--- config.mk ---
export PLATFORM = sky130hd
export DESIGN_NAME = secure_reg_arbiter
export DESIGN_NICKNAME = d
export VERILOG_FILES = /design/src/rtl/secure_reg_arbiter.sv
export SDC_FILE = /design/constraint.sdc
export NUM_CORES = 1
export LEC_CHECK = 0
export ABC_AREA = 1
export BUFFER_PORTS_ARGS = -buffer_cell sky130_fd_sc_hd__buf_2
export CAP_MARGIN = 20
export CORE_AREA = 2 2 121 123
export DETAILED_ROUTE_END_ITERATION = 7
export DIE_AREA = 0 0 123 125
export GPL_ROUTABILITY_DRIVEN = 0
export GPL_TIMING_DRIVEN = 0
export PLACE_DENSITY = 0.72
export SLEW_MARGIN = 20
export SYNTH_ARGS = -nofsm -noshare
export SYNTH_HDL_FRONTEND = slang
export SYNTH_SLANG_ARGS = --single-unit
--- constraint.sdc ---
create_clock -name clk -period 2.05 [get_ports clk]
set_input_delay 0.41 -clock clk [delete_from_list [all_inputs] [get_ports clk]]
set_output_delay 0.41 -clock clk [all_outputs]
set_load 0.01 [all_outputs]
--- src/rtl/secure_reg_arbiter.sv ---
// secure_reg_arbiter
//   Shares one secure_register among NUM_REQ requesters. Requesters are
//   granted in round-robin order. Only thread ID 0 may touch the register.
//   Other threads get an error response, the register is never strobed for
//   them, and each refusal bumps a saturating violation counter.
//
//   Transaction flow: IDLE (arbitrate + latch) -> ACCESS (gnt, register
//   strobe) -> RESP (rsp_valid). This gives one transaction per 3 cycles.
//
// Ports
//   clk, rst_n      : rising-edge clock, synchronous active-low reset
//   req/req_wr      : per-requester request level and write flag
//   req_tid         : packed thread IDs, requester i at [i*TID_WIDTH +: TID_WIDTH]
//   req_wdata       : packed write data, same packing
//   gnt             : one-hot grant, asserted during ACCESS
//   rsp_valid       : one-hot response strobe, asserted during RESP
//   rsp_err         : access denied, qualifies rsp_valid
//   rsp_rdata       : read data, qualifies rsp_valid
//   viol_count      : saturating count of denied requests
//   reg_*           : drive the secure register's access_en/wr_en/thread_id/data_in
//   reg_data_out    : the register's current contents
module secure_reg_arbiter #(
  parameter int NUM_REQ    = 4,
  parameter int DATA_WIDTH = 32,
  parameter int TID_WIDTH  = 4
) (
  input  logic                            clk,
  input  logic                            rst_n,
  input  logic [NUM_REQ-1:0]              req,
  input  logic [NUM_REQ-1:0]              req_wr,
  input  logic [NUM_REQ*TID_WIDTH-1:0]    req_tid,
  input  logic [NUM_REQ*DATA_WIDTH-1:0]   req_wdata,
  output logic [NUM_REQ-1:0]              gnt,
  output logic [NUM_REQ-1:0]              rsp_valid,
  output logic                            rsp_err,
  output logic [DATA_WIDTH-1:0]           rsp_rdata,
  output logic [7:0]                      viol_count,
  output logic                            reg_access_en,
  output logic                            reg_wr_en,
  output logic [TID_WIDTH-1:0]            reg_thread_id,
  output logic [DATA_WIDTH-1:0]           reg_data_in,
  input  logic [DATA_WIDTH-1:0]           reg_data_out
);

  localparam int IDX_W = (NUM_REQ > 1) ? $clog2(NUM_REQ) : 1;

  typedef enum logic [1:0] {S_IDLE, S_ACCESS, S_RESP} state_t;

  // Unpacked views of the per-requester payload buses
  logic [TID_WIDTH-1:0]  tid_arr   [NUM_REQ];
  logic [DATA_WIDTH-1:0] wdata_arr [NUM_REQ];

  for (genvar gi = 0; gi < NUM_REQ; gi++) begin : g_unpack
    assign tid_arr[gi]   = req_tid[gi*TID_WIDTH +: TID_WIDTH];
    assign wdata_arr[gi] = req_wdata[gi*DATA_WIDTH +: DATA_WIDTH];
  end

  state_t                 state_q, state_d;
  logic [IDX_W-1:0]       rr_ptr_q, rr_ptr_d;
  logic [IDX_W-1:0]       idx_q, idx_d;
  logic                   wr_q, wr_d;
  logic [TID_WIDTH-1:0]   tid_q, tid_d;
  logic [NUM_REQ-1:0]     gnt_q, gnt_d;
  logic [NUM_REQ-1:0]     rsp_valid_q, rsp_valid_d;
  logic                   rsp_err_q, rsp_err_d;
  logic [DATA_WIDTH-1:0]  rsp_rdata_q, rsp_rdata_d;
  logic [7:0]             viol_q, viol_d;
  logic                   reg_access_en_q, reg_access_en_d;
  logic                   reg_wr_en_q, reg_wr_en_d;
  logic [TID_WIDTH-1:0]   reg_thread_id_q, reg_thread_id_d;
  logic [DATA_WIDTH-1:0]  reg_data_in_q, reg_data_in_d;

  // Round-robin winner: first set req scanning upward from rr_ptr, wrapping.
  logic             win_found;
  logic [IDX_W-1:0] win_idx;
  logic [IDX_W-1:0] cand;
  int               j;

  always_comb begin
    win_found = 1'b0;
    win_idx   = '0;
    cand      = '0;
    j         = 0;
    for (int i = 0; i < NUM_REQ; i++) begin
      j = int'(rr_ptr_q) + i;
      if (j >= NUM_REQ) j = j - NUM_REQ;
      cand = IDX_W'(j);
      if (!win_found && req[cand]) begin
        win_found = 1'b1;
        win_idx   = cand;
      end
    end
  end

  // Next-state logic. Every output is a flop, loaded one edge ahead of the
  // state it belongs to, so nothing combinational reaches the ports.
  always_comb begin
    state_d         = state_q;
    rr_ptr_d        = rr_ptr_q;
    idx_d           = idx_q;
    wr_d            = wr_q;
    tid_d           = tid_q;
    rsp_rdata_d     = rsp_rdata_q;
    viol_d          = viol_q;
    gnt_d           = '0;
    rsp_valid_d     = '0;
    rsp_err_d       = 1'b0;
    reg_access_en_d = 1'b0;
    reg_wr_en_d     = 1'b0;
    reg_thread_id_d = '0;
    reg_data_in_d   = '0;

    case (state_q)
      S_IDLE: begin
        if (win_found) begin
          idx_d          = win_idx;
          wr_d           = req_wr[win_idx];
          tid_d          = tid_arr[win_idx];
          rr_ptr_d       = (win_idx == IDX_W'(NUM_REQ - 1)) ? '0 : win_idx + 1'b1;
          gnt_d[win_idx] = 1'b1;
          // Register pins are only driven for the privileged thread
          if (tid_arr[win_idx] == '0) begin
            reg_access_en_d = 1'b1;
            reg_wr_en_d     = req_wr[win_idx];
            reg_thread_id_d = tid_arr[win_idx];
            reg_data_in_d   = wdata_arr[win_idx];
          end
          state_d = S_ACCESS;
        end
      end

      S_ACCESS: begin
        rsp_valid_d[idx_q] = 1'b1;
        if (tid_q == '0) begin
          rsp_rdata_d = wr_q ? '0 : reg_data_out;
        end else begin
          rsp_err_d   = 1'b1;
          rsp_rdata_d = '0;
          viol_d      = (viol_q == 8'hFF) ? viol_q : viol_q + 8'd1;
        end
        state_d = S_RESP;
      end

      S_RESP: begin
        state_d = S_IDLE;
      end

      default: begin
        state_d = S_IDLE;
      end
    endcase
  end

  always_ff @(posedge clk) begin
    if (!rst_n) begin
      state_q         <= S_IDLE;
      rr_ptr_q        <= '0;
      idx_q           <= '0;
      wr_q            <= 1'b0;
      tid_q           <= '0;
      gnt_q           <= '0;
      rsp_valid_q     <= '0;
      rsp_err_q       <= 1'b0;
      rsp_rdata_q     <= '0;
      viol_q          <= '0;
      reg_access_en_q <= 1'b0;
      reg_wr_en_q     <= 1'b0;
      reg_thread_id_q <= '0;
      reg_data_in_q   <= '0;
    end else begin
      state_q         <= state_d;
      rr_ptr_q        <= rr_ptr_d;
      idx_q           <= idx_d;
      wr_q            <= wr_d;
      tid_q           <= tid_d;
      gnt_q           <= gnt_d;
      rsp_valid_q     <= rsp_valid_d;
      rsp_err_q       <= rsp_err_d;
      rsp_rdata_q     <= rsp_rdata_d;
      viol_q          <= viol_d;
      reg_access_en_q <= reg_access_en_d;
      reg_wr_en_q     <= reg_wr_en_d;
      reg_thread_id_q <= reg_thread_id_d;
      reg_data_in_q   <= reg_data_in_d;
    end
  end

  assign gnt           = gnt_q;
  assign rsp_valid     = rsp_valid_q;
  assign rsp_err       = rsp_err_q;
  assign rsp_rdata     = rsp_rdata_q;
  assign viol_count    = viol_q;
  assign reg_access_en = reg_access_en_q;
  assign reg_wr_en     = reg_wr_en_q;
  assign reg_thread_id = reg_thread_id_q;
  assign reg_data_in   = reg_data_in_q;

endmodule

# ---- After elaboration in Yosys (flattened, before gate mapping)
# Cells that the tools add are included.
dict set report word_totals {
  reg_bits 98
  inputBits 186
  out_inout_bits 87
  elab_cells 98
}
dict set report op_classes {
  add_sub_neg 9
  magnitude_cmp 13
  eq_ne 4
  n_mux 39
  n_bitwise 3
  n_reduce_logical 16
}
# cell count
set op_table {}
lappend op_table {{$mux W32} 4}
lappend op_table {{$bmux W32 S2} 1}
lappend op_table {{$mux W2} 10}
lappend op_table {{$lt A2 B3 Y1 const B} 6}
lappend op_table {{$mux W1} 13}
lappend op_table {{$ge A3 B3 Y1 const B} 4}
lappend op_table {{$bmux W1 S2} 5}
lappend op_table {{$add A8 B1 Y8 const B} 1}
lappend op_table {{$bmux W4 S2} 1}
lappend op_table {{$eq A8 B8 Y1 const B} 1}
lappend op_table {{$logic_not A4 Y1} 2}
lappend op_table {{$mux W4} 2}
lappend op_table {{$sub A2 B1 Y2 const B} 4}
lappend op_table {{$add A2 B2 Y3 const B} 2}
lappend op_table {{$reduce_and A3 Y1} 2}
lappend op_table {{$logic_and A1 B1 Y1} 5}
lappend op_table {{$demux W1 S2} 2}
lappend op_table {{$ge A2 B1 Y1 const B} 2}
lappend op_table {{$pmux W2 S2} 1}
lappend op_table {{$reduce_and A2 Y1} 2}
lappend op_table {{$reduce_and A4 Y1} 1}
lappend op_table {{$add A2 B1 Y3 const B} 1}
lappend op_table {{$ge A2 B3 Y1 const B} 1}
lappend op_table {{$logic_not A1 Y1} 3}
lappend op_table {{7 further kinds} 8}

# ---- Longest topological paths before layout
# Gate-level depths: netlist of run 1.
dict set report logic_depth {
  depth_word 20
  depth_mapped 17
  depth_no_buf 16
}

# ---- Least setup slack after synthesis of run 1
# OpenSTA, ideal clock, no wires.
dict set report synth_timing {
  path_kind {reg-to-reg}
  from {reg rr_ptr_q[0]}
  to {reg rr_ptr_q[1]}
  setup_ns 0.123
  t_arrival_ns 1.925
  required_ns 1.927
  path_slack_ns 0.003
  path_stages_with_launch 15
  n_path_buf 3
  synth_period_minus_slack_ns 2.047
  cell_sequence {dfxtp_1 > buf_6 > nand2_2 > nand3_1 > nand2_2 > inv_2 > nand3_1 > nor2_1 > nor2_1 > nor2_1 > buf_2 > buf_2 > ha_1 > o21ai_0 > a21oi_1}
}
dict set report synth_via {
  elab_chain_len 16
  elab_cells_between_ends 41
  cone_classes {add/sub (8); order compare (4); eq/ne (1); mux (21); reduce/logical (7)}
}
# element line
set synth_rtl {}
lappend synth_rtl {{start: declaration} 59} ;# logic [IDX_W-1:0] rr_ptr_q, rr_ptr_d;
lappend synth_rtl {{start signal: assignment} 172} ;# rr_ptr_q <= rr_ptr_d;
lappend synth_rtl {{parallel branches: the longest is 13 deep, another holds $add A2 B1 Y3} n/a}
lappend synth_rtl {{$mux W2 (*)} 88} ;# if (!win_found && req[cand]) begin
lappend synth_rtl {{named net win_idx[1]} 75} ;# logic [IDX_W-1:0] win_idx;
lappend synth_rtl {{$add A2 B1 Y2 / $eq A2 B2 Y1 (equally long branches)} 119} ;# rr_ptr_d = (win_idx == IDX_W'(NUM_REQ - 1)) ? '0 : win_idx + 1'b1;
lappend synth_rtl {{$mux W2 (*)} 119}
# Mark *: on every way through the listed nets, which the timed path passes. The select of a mux whose other input is x is not followed.
# A chain may end at the register's enable or synchronous reset.

# ---- Worst setup path after layout of run 1
dict set report layout_timing {
  from {reg rr_ptr_q[0]}
  to {reg reg_data_in_q[4] (netlist: reg_data_in[4])}
}
dict set report layout_via {
  elab_chain_len 20
  elab_cells_between_ends 46
  cone_classes {add/sub (7); order compare (4); mux (26); bitwise (1); reduce/logical (8)}
}
# element line
set layout_rtl {}
lappend layout_rtl {{parallel branches: the longest is 20 deep, another holds $add A2 B1 Y3} n/a}
lappend layout_rtl {{end signal: assignment} 184} ;# reg_data_in_q <= reg_data_in_d;
lappend layout_rtl {{end: declaration} 71} ;# logic [DATA_WIDTH-1:0] reg_data_in_q, reg_data_in_d;
# Several ways; the timed one is not identified. The select of a mux whose other input is x is not followed.

==> results of run 1 <==
## kinds of logic after synthesis
family,count (synthesis),synth area share
and+or+nand+nor,488,0.417
DFF,98,0.366
AOI/OAI and AO/OA,60,0.0600
other,1,0.000700
buffers and inverters,181,0.144
adders and majority gates,5,0.0117
## cell usage after synthesis (2+ instances only)
| library cell | count |
|---|---|
| nand2_2 | 8 |
| dfxtp_1 | 98 |
| nor3_2 | 29 |
| o21ai_0 | 39 |
| nand2_1 | 318 |
| nand3b_1 | 2 |
| nand2_4 | 2 |
| a21oi_1 | 11 |
| nor3_1 | 10 |
| clkbuf_1 | 15 |
| nor2_1 | 22 |
| buf_6 | 8 |
| o21ai_1 | 2 |
| inv_1 | 131 |
| buf_2 | 19 |
| nand3_4 | 2 |
| buf_4 | 3 |
| ha_1 | 5 |
| inv_2 | 4 |
| nand3_1 | 88 |
| o211ai_1 | 4 |
| nand3_2 | 3 |
## how the worst max path moves through the flow
stage / startpoint / end / cells after the start
after floorplan: rr_ptr_q[0] / rr_ptr_q[1] / 14
after global placement: req[0] / rr_ptr_q[1] / 15
after detailed placement: req[0] / rr_ptr_q[1] / 15
after CTS: rr_ptr_q[0] / reg_data_in[4] / 15
after global routing: rr_ptr_q[0] / reg_data_in[6] / 16
final: rr_ptr_q[0] / reg_data_in[4] / 14
## report_power, final
group          internal, mW  switching [mW]
registers              2.20           0.159
clock network          1.01           0.806
logic                  2.92            4.75
total                  6.13            5.71
## per-layer routing
metal  track usage  vias up  part of all wire
met5             0        -                 0
met4        0.0722        0             0.024
met3        0.0543       34             0.079
met2         0.394      226              0.50
met1         0.231     2654              0.40
li1              -     3151                 -
## registers in the layout (all words and copies together) (netlist names), 2 cells and up
| register | count |
|---|---|
| viol_count | 8 |
| gnt | 4 |
| reg_thread_id | 4 |
| reg_data_in | 32 |
| state_q | 2 |
| rsp_valid | 4 |
| rsp_rdata | 32 |
| idx_q | 2 |
| rr_ptr_q | 2 |
| tid_q | 4 |
## critical path: stages, from the launching register on
cell and delay (ns):
dfxtp_4 0.38, buf_8 0.14, nand2_4 0.07, nand3_2 0.11, nand2_4 0.12, inv_4 0.05
a21oi_2 0.16, nand2_4 0.10, buf_4 0.17, nand3_1 0.09, nand3_2 0.09, nand2_2 0.11
nand3_4 0.19, buf_12 0.20, nor3_4 0.12
## cells in the final DEF, fill, tap and decap left out, types with 5 or more instances in the layout
master / n
nand2_4: 7
buf_6: 12
nand2_1: 299
clkbuf_1: 14
ha_1: 5
a21oi_1: 10
nor3_2: 30
nand3_2: 7
clkbuf_16: 11
nor2_1: 17
nor3_1: 8
dfxtp_1: 96
nand2_2: 21
inv_6: 5
o21ai_0: 38
nand3_1: 82
buf_2: 280
inv_1: 130
buf_4: 17
## metrics by stage
| stage | std cells | utilization | hold WS, ns | power (mW) |
|---|---|---|---|---|
| 5_1_grt | 1325 | 0.545 | 0.316 | 12.9 |
| 4_1_cts | 1316 | 0.521 | 0.306 | 11.1 |
| 2_1_floorplan | 836 | - | 0.421 | 7.09 |
| 3_5_place_dp | 1291 | 0.490 | 0.440 | 8.81 |
| 6_report | 1326 | 0.545 | 0.312 | 11.8 |
| 3_3_place_gp | 1291 | 0.490 | 0.439 | 8.76 |
## cell type report
type / count / area, um^2 / share of cell area
Antenna cell: 2 / 5.00 / 0.000646
Sequential cell: 98 / 1970 / 0.254
Clock buffer: 10 / 239 / 0.0309
Tap cell: 184 / 230 / 0.0297
Buffer: 44 / 348 / 0.0449
Inverter: 136 / 520 / 0.0672
Clock inverter: 6 / 76.3 / 0.00985
Multi-Input combinational cell: 557 / 2830 / 0.365
Timing Repair Buffer: 289 / 1530 / 0.198
## timing repair
item                       4_1_cts  5_1_grt
resized for setup               23       71
cloned                           1        3
buffers inserted                 9        5
setup endpoints to repair       44       78
pin swaps                        3       13
==> flow_metrics.env, run 1 <==
export IMPL_outcome="finished, violations left"
export IMPL_violations="setup timing"
export IMPL_syn_area_per_cell_um2=6.43
export IMPL_synth_top_cell_area_share=0.366
export IMPL_setup_ws_ns=-0.137
export IMPL_start_util=0.377
export IMPL_min_delay_start="reg_data_out[14]"
export IMPL_synth_cell_types=32
export IMPL_cts_root_buf="clkbuf_16"
export IMPL_grt_ovfl_total=0
export IMPL_timing_rr_end="reg_data_in[4]"
export IMPL_hold_viol=0
export IMPL_cts_max_level=3
export IMPL_drive_gt1_frac=0.374
export IMPL_reg2reg_slack_ns=-0.14
export IMPL_ys_warn_count=0
export IMPL_grt_pass1_vias=5572
export IMPL_nets=1326
export IMPL_via_per_inst=4.57
export IMPL_fillers=1435
export IMPL_cap_viol_max_count=0
export IMPL_period_share=1.07
export IMPL_drtAntennaViolNets=0
export IMPL_synth_top_area_cell="dfxtp_1"
export IMPL_hold_path_class="in -> reg"
export IMPL_netlist_instances=833
export IMPL_synth_area_um2=5360
export IMPL_synthTopCellsByArea="dfxtp_1, nand2_1, inv_1"
export IMPL_dpl_hpwl_mm=12.9
export IMPL_fin_area_um2=7750
export IMPL_numCtsBuffers=9
export IMPL_final_max_slew_viol_count=0
export IMPL_period_needed_ns=2.19
export IMPL_fmax_mhz=457
export IMPL_die_area_um2=15400
export IMPL_drc=0
export IMPL_antenna_found_initial=2
export IMPL_firstDrtPassIters=7
export IMPL_clk_pin_slew_ns=0.08
export IMPL_grt_max_degree=19
export IMPL_timing_setup_tns_ns=-3.48
export IMPL_synthFlopType="dfxtp_1"
export IMPL_grt_pass1_wl_mm=26.0
export IMPL_start_kind="flop"
export IMPL_drt_initial_drc_count=241
export IMPL_syn2layout_area_growth_pct=44.5
export IMPL_wl_per_cell_um=13.0
export IMPL_cp_required_ns=2.33
export IMPL_insertion_delay_ns=0.36
export IMPL_yosysSeqAreaShare=0.366
export IMPL_holdPathEnd="rsp_rdata[14]"
export IMPL_vias=6065
export IMPL_synthArstFlopShare=0
export IMPL_finClkSkew_ns=0.0120
export IMPL_end_kind="flop"
export IMPL_holdBufCountCts=0
export IMPL_dpl_cell_area_um2=6960
export IMPL_leakage_nw=4.35
export IMPL_synth_edf_count=0
export IMPL_p_per_area_nw_per_um2=1530
export IMPL_row_count=44
export IMPL_crit_arrival_ns=2.46
export IMPL_ioPinCount=273
export IMPL_rr_worst_depth=14
export IMPL_tightest_slew_ns=0.531
export IMPL_tritoncts="done"
export IMPL_die_height_um=125
export IMPL_setup_viol=35
export IMPL_rsz0062_at_grt="true"
export IMPL_reg2reg_from="rr_ptr_q[0]"
export IMPL_peakVddDrop_uv=616
export IMPL_portBuffers=271
export IMPL_whs_path_depth=3
export IMPL_ys_ff_latch=98
export IMPL_die_w_um=123
export IMPL_slew_headroom=0.646
export IMPL_wl_mm=17.2
export IMPL_grt_usage=0.213
export IMPL_crit_type="reg -> reg"
export IMPL_path_max_fanout=8
export IMPL_core_um2=14200
export IMPL_pre_cts_slack_ns=-0.529
export IMPL_clock_sinks=98
export IMPL_cts_buffer_depth=2
(Power assumes the default switching activity.)
==> inputs of run 2 (changes only) <==
Settings changed: CORE_AREA 2 2 121 123 to 2 2 116 141, DIE_AREA 0 0 123 125 to 0 0 118 143, PLACE_DENSITY 0.72 to 0.66, SETUP_SLACK_MARGIN from default to 0.02.
==> run 2 against run 1 <==
Effect of this change: the flow still finishes with violations (setup timing); fmax down 0.77%; utilization fell by 2.5 points; setup slack lost 0.017 ns; register-to-register slack worse by 0.02 ns; first-iteration DRC count grew 34%; die area up 9.7%; critical endpoint is now reg_data_in[17]; highest routed layer is now met5.
==> flow_metrics.env, run 2 (synthesized netlist as in run 1, its figures left out) <==
export IMPL_outcome="finished, violations left"
export IMPL_syn2layout_area_growth_pct=50.1
export IMPL_leakage_nw=4.49
export IMPL_period_share=1.08
export IMPL_numCtsBuffers=9
export IMPL_tritoncts="done"
export IMPL_hold_path_class="in -> reg"
export IMPL_p_per_area_nw_per_um2=1580
export IMPL_end_kind="flop"
export IMPL_drt_initial_drc_count=322
export IMPL_antenna_found_initial=4
export IMPL_numPlacedInstances=1315
export IMPL_rsz0062_at_grt="true"
export IMPL_cts_max_level=3
export IMPL_die_w_um=118
export IMPL_grt_pass1_wl_mm=28.6
export IMPL_multi_input_area_um2=2890
export IMPL_clock_sinks=98
export IMPL_clk_pin_slew_ns=0.07
export IMPL_violations="setup timing"
export IMPL_path_max_fanout=8
export IMPL_start_util=0.347
export IMPL_crit_arrival_ns=2.48
export IMPL_wl_per_cell_um=13.8
export IMPL_drtAntennaViolNets=0
export IMPL_peakVddDrop_uv=575
export IMPL_insertion_delay_ns=0.35
export IMPL_final_cell_mix="nand2_1, buf_2, inv_1"
export IMPL_p_seq_frac=0.185
export IMPL_finalNonFillerCells=1362
export IMPL_dpl_hpwl_mm=14.4
export IMPL_grt_max_degree=17
export IMPL_drive_gt1_frac=0.388
export IMPL_finClkSkew_ns=0.00829
export IMPL_seqCellArea_um2=1970
export IMPL_tightest_slew_ns=0.518
export IMPL_start_kind="flop"
export IMPL_firstDrtPassIters=4
export IMPL_setup_ws_ns=-0.154
export IMPL_whs_ns=0.315
export IMPL_wl_mm=18.8
export IMPL_cp_required_ns=2.33
export IMPL_crit_type="reg -> reg"
export IMPL_grt_pass1_vias=5731
export IMPL_setup_viol=36
export IMPL_hold_viol=0
export IMPL_nets=1339
export IMPL_cts_root_buf="clkbuf_16"
export IMPL_p_switching_mw=5.93
export IMPL_power_switching_share=0.468
export IMPL_cts_buffer_depth=2
export IMPL_fmax_mhz=454
export IMPL_core_um2=15500
export IMPL_drc=0
export IMPL_grt_usage=0.216
export IMPL_slew_headroom=0.655
export IMPL_period_needed_ns=2.20
export IMPL_ioPinCount=273
export IMPL_die_area_um2=16900
export IMPL_row_count=50
export IMPL_internal_power_mw=6.75
export IMPL_portBuffers=271
export IMPL_die_height_um=143
export IMPL_layout_commonest_cell="nand2_1"
export IMPL_fillers=1604
export IMPL_cap_viol_max_count=0
export IMPL_vias=6097
export IMPL_p_clk_frac=0.148
export IMPL_via_per_inst=4.48
export IMPL_final_max_slew_viol_count=0
export IMPL_holdBufCountCts=0
export IMPL_grt_ovfl_total=0
export IMPL_combPwrFrac=0.667
## run 2: path summary, 6_finish.rpt
| kind | to | slack (ns) | startpoint | cells past startpoint |
|---|---|---|---|---|
| worst max-delay path | reg_data_in[17] | -0.15 | rr_ptr_q[0] | 15 |
| worst min-delay path | rsp_rdata[19] | 0.32 | reg_data_out[19] | 3 |
| worst max register to register | reg_data_in[17] | -0.15 | rr_ptr_q[0] | 15 |
| worst min register to register | rsp_valid[2] | 0.45 | idx_q[0] | 1 |
## run 2: final cells by class
type,count,share of cell area
multi-input cells,557,0.359
flip-flops and latches,98,0.245
repair buffers,301,0.208
inverters,136,0.0650
plain buffers,45,0.0496
well taps,208,0.0323
clock buffers,11,0.0302
clock inverters,5,0.0106
diodes,1,0.000311
## run 2: worst max-delay path, cell delays in order (launching register included)
cell and delay (ns):
dfxtp_4 0.36, buf_8 0.14, nand2_4 0.09, nand3_4 0.10, nand2_4 0.11, inv_4 0.05, a21oi_2 0.16, nand2_4 0.08
nand2_4 0.10, buf_8 0.13, buf_12 0.11, nand2_1 0.06, nand3_2 0.09, nand3_4 0.16, clkbuf_16 0.21, nor3_2 0.18
## run 2: what timing repair did
action                                  CTS  global route
pin swaps                                 7            15
gates resized for setup                  45            81
endpoints found under the setup margin   47            79
buffers inserted                         18             8
cloned                                    2             3
## run 2: power by group through the flow
| stage | registers, mW | logic, mW | clock network [mW] |
|---|---|---|---|
| after floorplan | 2.45 | 4.65 | 0 |
| after global placement | 2.36 | 6.48 | 0 |
| after detailed placement | 2.37 | 6.53 | 0 |
| after CTS | 2.33 | 7.42 | 1.91 |
| after global routing | 2.37 | 9.34 | 1.99 |
| final | 2.34 | 8.46 | 1.88 |
## run 2: routing by layer
layer	share of wire	track usage	wire length [um]	vias to the layer above
li1	-	-	-	3179
met1	0.38	0.241	7170	2627
met2	0.51	0.390	9540	249
met3	0.088	0.0639	1650	36
met4	0.021	0.0774	401	6
met5	0.0022	0	41	-
## run 2: stage by stage
stage | setup TNS (ns) | power [mW] | instance area, um^2 | util | setup slack, ns
after floorplan | 0 | 7.10 | 5370 | - | 0.0362
after global placement | -17.32 | 8.83 | 6990 | 0.452 | -0.360
after detailed placement | -18.23 | 8.90 | 6990 | 0.452 | -0.380
after CTS | -1.29 | 11.7 | 7590 | 0.491 | -0.0683
after global routing | -9.18 | 13.7 | 8050 | 0.521 | -0.294
final | -4.00 | 12.7 | 8050 | 0.521 | -0.154
==> inputs of run 3 (changes only) <==
--- a/config.mk
+++ b/config.mk
@@ -7,11 +7,10 @@
 export LEC_CHECK = 0
-export ABC_AREA = 1
 export BUFFER_PORTS_ARGS = -buffer_cell sky130_fd_sc_hd__buf_2
 export CAP_MARGIN = 20
-export CORE_AREA = 2 2 116 141
+export CORE_AREA = 2 2 100 121
 export DETAILED_ROUTE_END_ITERATION = 7
-export DIE_AREA = 0 0 118 143
+export DIE_AREA = 0 0 102 123
 export GPL_ROUTABILITY_DRIVEN = 0
 export GPL_TIMING_DRIVEN = 0
-export PLACE_DENSITY = 0.66
+export PLACE_DENSITY = 0.76
 export SETUP_SLACK_MARGIN = 0.02
--- a/constraint.sdc
+++ b/constraint.sdc
@@ -3,2 +3,2 @@
 set_output_delay 0.41 -clock clk [all_outputs]
-set_load 0.01 [all_outputs]
+set_load 0.02 [all_outputs]
==> run 3 against run 2 <==
Effect of this change: the flow now finishes without violations; flip-flop and latch count did not move; die area decreased by 26%; hold slack worse by 0.031 ns; largest cell class unchanged; largest power group is now sequential cells.
==> flow_metrics.env, run 3 <==
export IMPL_setup_viol=0
export IMPL_synthTopCellsByArea="dfxtp_1, a22o_1, a21oi_1"
export IMPL_clk_pin_slew_ns=0.07
export IMPL_numPlacedInstances=909
export IMPL_grt_max_degree=17
export IMPL_internal_power_mw=3.81
export IMPL_power_switching_share=0.337
export IMPL_synthArstFlopShare=0
export IMPL_grt_pass1_wl_mm=21.7
export IMPL_yosys_top_cells_count="dfxtp_1, nand2_1, a21oi_1"
export IMPL_drt_initial_drc_count=129
export IMPL_p_per_area_nw_per_um2=899
export IMPL_timing_setup_tns_ns=0
export IMPL_synth_most_common_cell="dfxtp_1"
export IMPL_ys_warn_count=0
export IMPL_die_area_um2=12500
export IMPL_rsz0062_at_grt="true"
export IMPL_layout_commonest_cell="buf_2"
export IMPL_end_kind="flop"
export IMPL_finClkSkew_ns=0.00749
export IMPL_drive_gt1_frac=0.473
export IMPL_dpl_hpwl_mm=11.7
export IMPL_antenna_found_initial=2
export IMPL_row_count=43
export IMPL_leakage_nw=3.24
export IMPL_numCtsBuffers=9
export IMPL_portBuffers=272
export IMPL_crit_type="reg -> reg"
export IMPL_syn2layout_area_growth_pct=46.3
export IMPL_p_seq_frac=0.365
export IMPL_synth_area_um2=4360
export IMPL_hold_path_class="in -> reg"
export IMPL_yosysSeqAreaShare=0.450
export IMPL_top_layer_used="met5"
export IMPL_core_um2=11400
export IMPL_wl_per_cell_um=16.0
export IMPL_nets=962
export IMPL_route_met2_wl_mm=7.37
export IMPL_grt_ovfl_total=0
export IMPL_final_max_slew_viol_count=0
export IMPL_synth_edf_count=0
export IMPL_cts_max_level=3
export IMPL_peakVddDrop_uv=527
export IMPL_drtAntennaViolNets=0
export IMPL_final_cell_mix="buf_2, dfxtp_1, nand2_1"
export IMPL_firstDrtPassIters=4
export IMPL_synthFlopType="dfxtp_1"
export IMPL_whs_path_depth=2
export IMPL_hold_viol=0
export IMPL_cap_viol_max_count=0
export IMPL_wl_mm=14.9
export IMPL_cp_required_ns=2.31
export IMPL_grt_usage=0.224
export IMPL_die_w_um=102
export IMPL_whs_ns=0.285
export IMPL_insertion_delay_ns=0.33
export IMPL_period_needed_ns=1.98
export IMPL_rr_worst_depth=8
export IMPL_cts_buffer_depth=2
export IMPL_path_max_fanout=10
export IMPL_via_per_inst=4.98
export IMPL_fillers=1145
export IMPL_antennaDiodeCount=0
export IMPL_fmax_mhz=506
export IMPL_reg2reg_from="rr_ptr_q[0]"
export IMPL_clock_sinks=98
export IMPL_holdPathEnd="rsp_rdata[1]"
export IMPL_finalNonFillerCells=933
export IMPL_synth_top_area_cell="dfxtp_1"
export IMPL_start_util=0.383
export IMPL_crit_arrival_ns=2.24
export IMPL_period_share=0.964
export IMPL_synth_top_cell_area_share=0.450
export IMPL_p_switching_mw=1.93
export IMPL_ioPinCount=273
export IMPL_syn_area_per_cell_um2=9.15
export IMPL_p_clk_frac=0.300
export IMPL_wl_met3_mm=1.59
export IMPL_combPwrFrac=0.335
export IMPL_cp_startpoint="rr_ptr_q[0]"
export IMPL_timing_rr_end="tid_q[1]"
export IMPL_vias=4647
export IMPL_reg2reg_slack_ns=0.07
export IMPL_synth_cell_types=44
export IMPL_ys_ff_latch=98
export IMPL_tritoncts="done"
export IMPL_start_kind="flop"
export IMPL_wirelength_met1_mm=5.68
export IMPL_cts_root_buf="clkbuf_16"
export IMPL_drc=0
export IMPL_netlist_instances=477
export IMPL_outcome="finished, final reports clean"
export IMPL_min_delay_start="reg_data_out[1]"
export IMPL_die_height_um=123
export IMPL_grt_pass1_vias=4420
## run 3: per-stage QoR
stage          utilization  total power, mW  setup slack (ns)  cell area [um^2]
2_1_floorplan            -             3.34             0.160              4380
3_3_place_gp         0.520             3.92            -0.419              5930
3_5_place_dp         0.520             3.94            -0.434              5930
4_1_cts              0.550             5.70            0.0246              6270
5_1_grt              0.560             6.04           -0.0110              6380
6_report             0.560             5.74            0.0742              6380
## run 3: power by group through the flow
stage / clock [mW] / sequential [mW] / combinational [mW]
2_1_floorplan: 0 / 2.24 / 1.10
5_1_grt: 1.82 / 2.11 / 2.11
3_3_place_gp: 0 / 2.13 / 1.79
6_report: 1.72 / 2.10 / 1.92
3_5_place_dp: 0 / 2.13 / 1.81
4_1_cts: 1.76 / 2.09 / 1.85
## run 3: kinds of logic (layout without fill, tap and decap cells)
group | Yosys count | after routing | synth area share
adders and majority gates | 5 | 5 | 0.0143
xor gates and xnor gates | 5 | 5 | 0.0100
muxes | 8 | 8 | 0.0183
AOI/OAI and AO/OA | 155 | 155 | 0.252
and+or+nand+nor | 162 | 162 | 0.206
buffers and inverters | 43 | 339 | 0.0496
DFF | 98 | 98 | 0.450
other | 1 | 4 | 0.000859
## run 3: repair_timing
item / 4_1_cts / 5_1_grt
gates cloned: 0 / 0
resized for setup: 13 / 16
hold buffers: 0 / 0
pin swaps: 0 / 2
hold endpoints to repair: 0 / 0
setup buffers: 0 / 8
setup endpoints to repair: 49 / 39
## run 3: layout make-up
cell class / instances / area (um^2) / share of cell area
Inverter: 4 / 17.5 / 0.00274
Tap cell: 157 / 196 / 0.0308
Timing Repair Buffer: 280 / 1430 / 0.223
Sequential cell: 98 / 1960 / 0.308
Buffer: 39 / 245 / 0.0384
Clock inverter: 5 / 60.1 / 0.00941
Clock buffer: 11 / 243 / 0.0380
Multi-Input combinational cell: 339 / 2230 / 0.350
## run 3: how the worst max path moves through the flow
stage / slack, ns / to / depth (start not counted)
after floorplan: 0.16 / reg_data_in[10] / 9
after global placement: -0.42 / rr_ptr_q[0] / 10
after detailed placement: -0.43 / rr_ptr_q[0] / 10
after CTS: 0.02 / reg_data_in[4] / 9
after global routing: -0.01 / tid_q[1] / 8
final: 0.07 / tid_q[1] / 8
## run 3: routing by layer
| metal | up-vias | track usage |
|---|---|---|
| met3 | 24 | 0.0854 |
| met1 | 2101 | 0.239 |
| met5 | - | 0 |
| li1 | 2305 | - |
| met4 | 4 | 0.0658 |
| met2 | 213 | 0.406 |
## run 3: worst max-delay path, cell delays in order, from the launching register on
cell	delay [ns]
dfxtp_2	0.33
and2b_1	0.23
nor2b_2	0.06
o211ai_4	0.29
buf_4	0.17
nand2_1	0.08
a22oi_4	0.32
buf_4	0.30
o2bb2ai_1	0.13
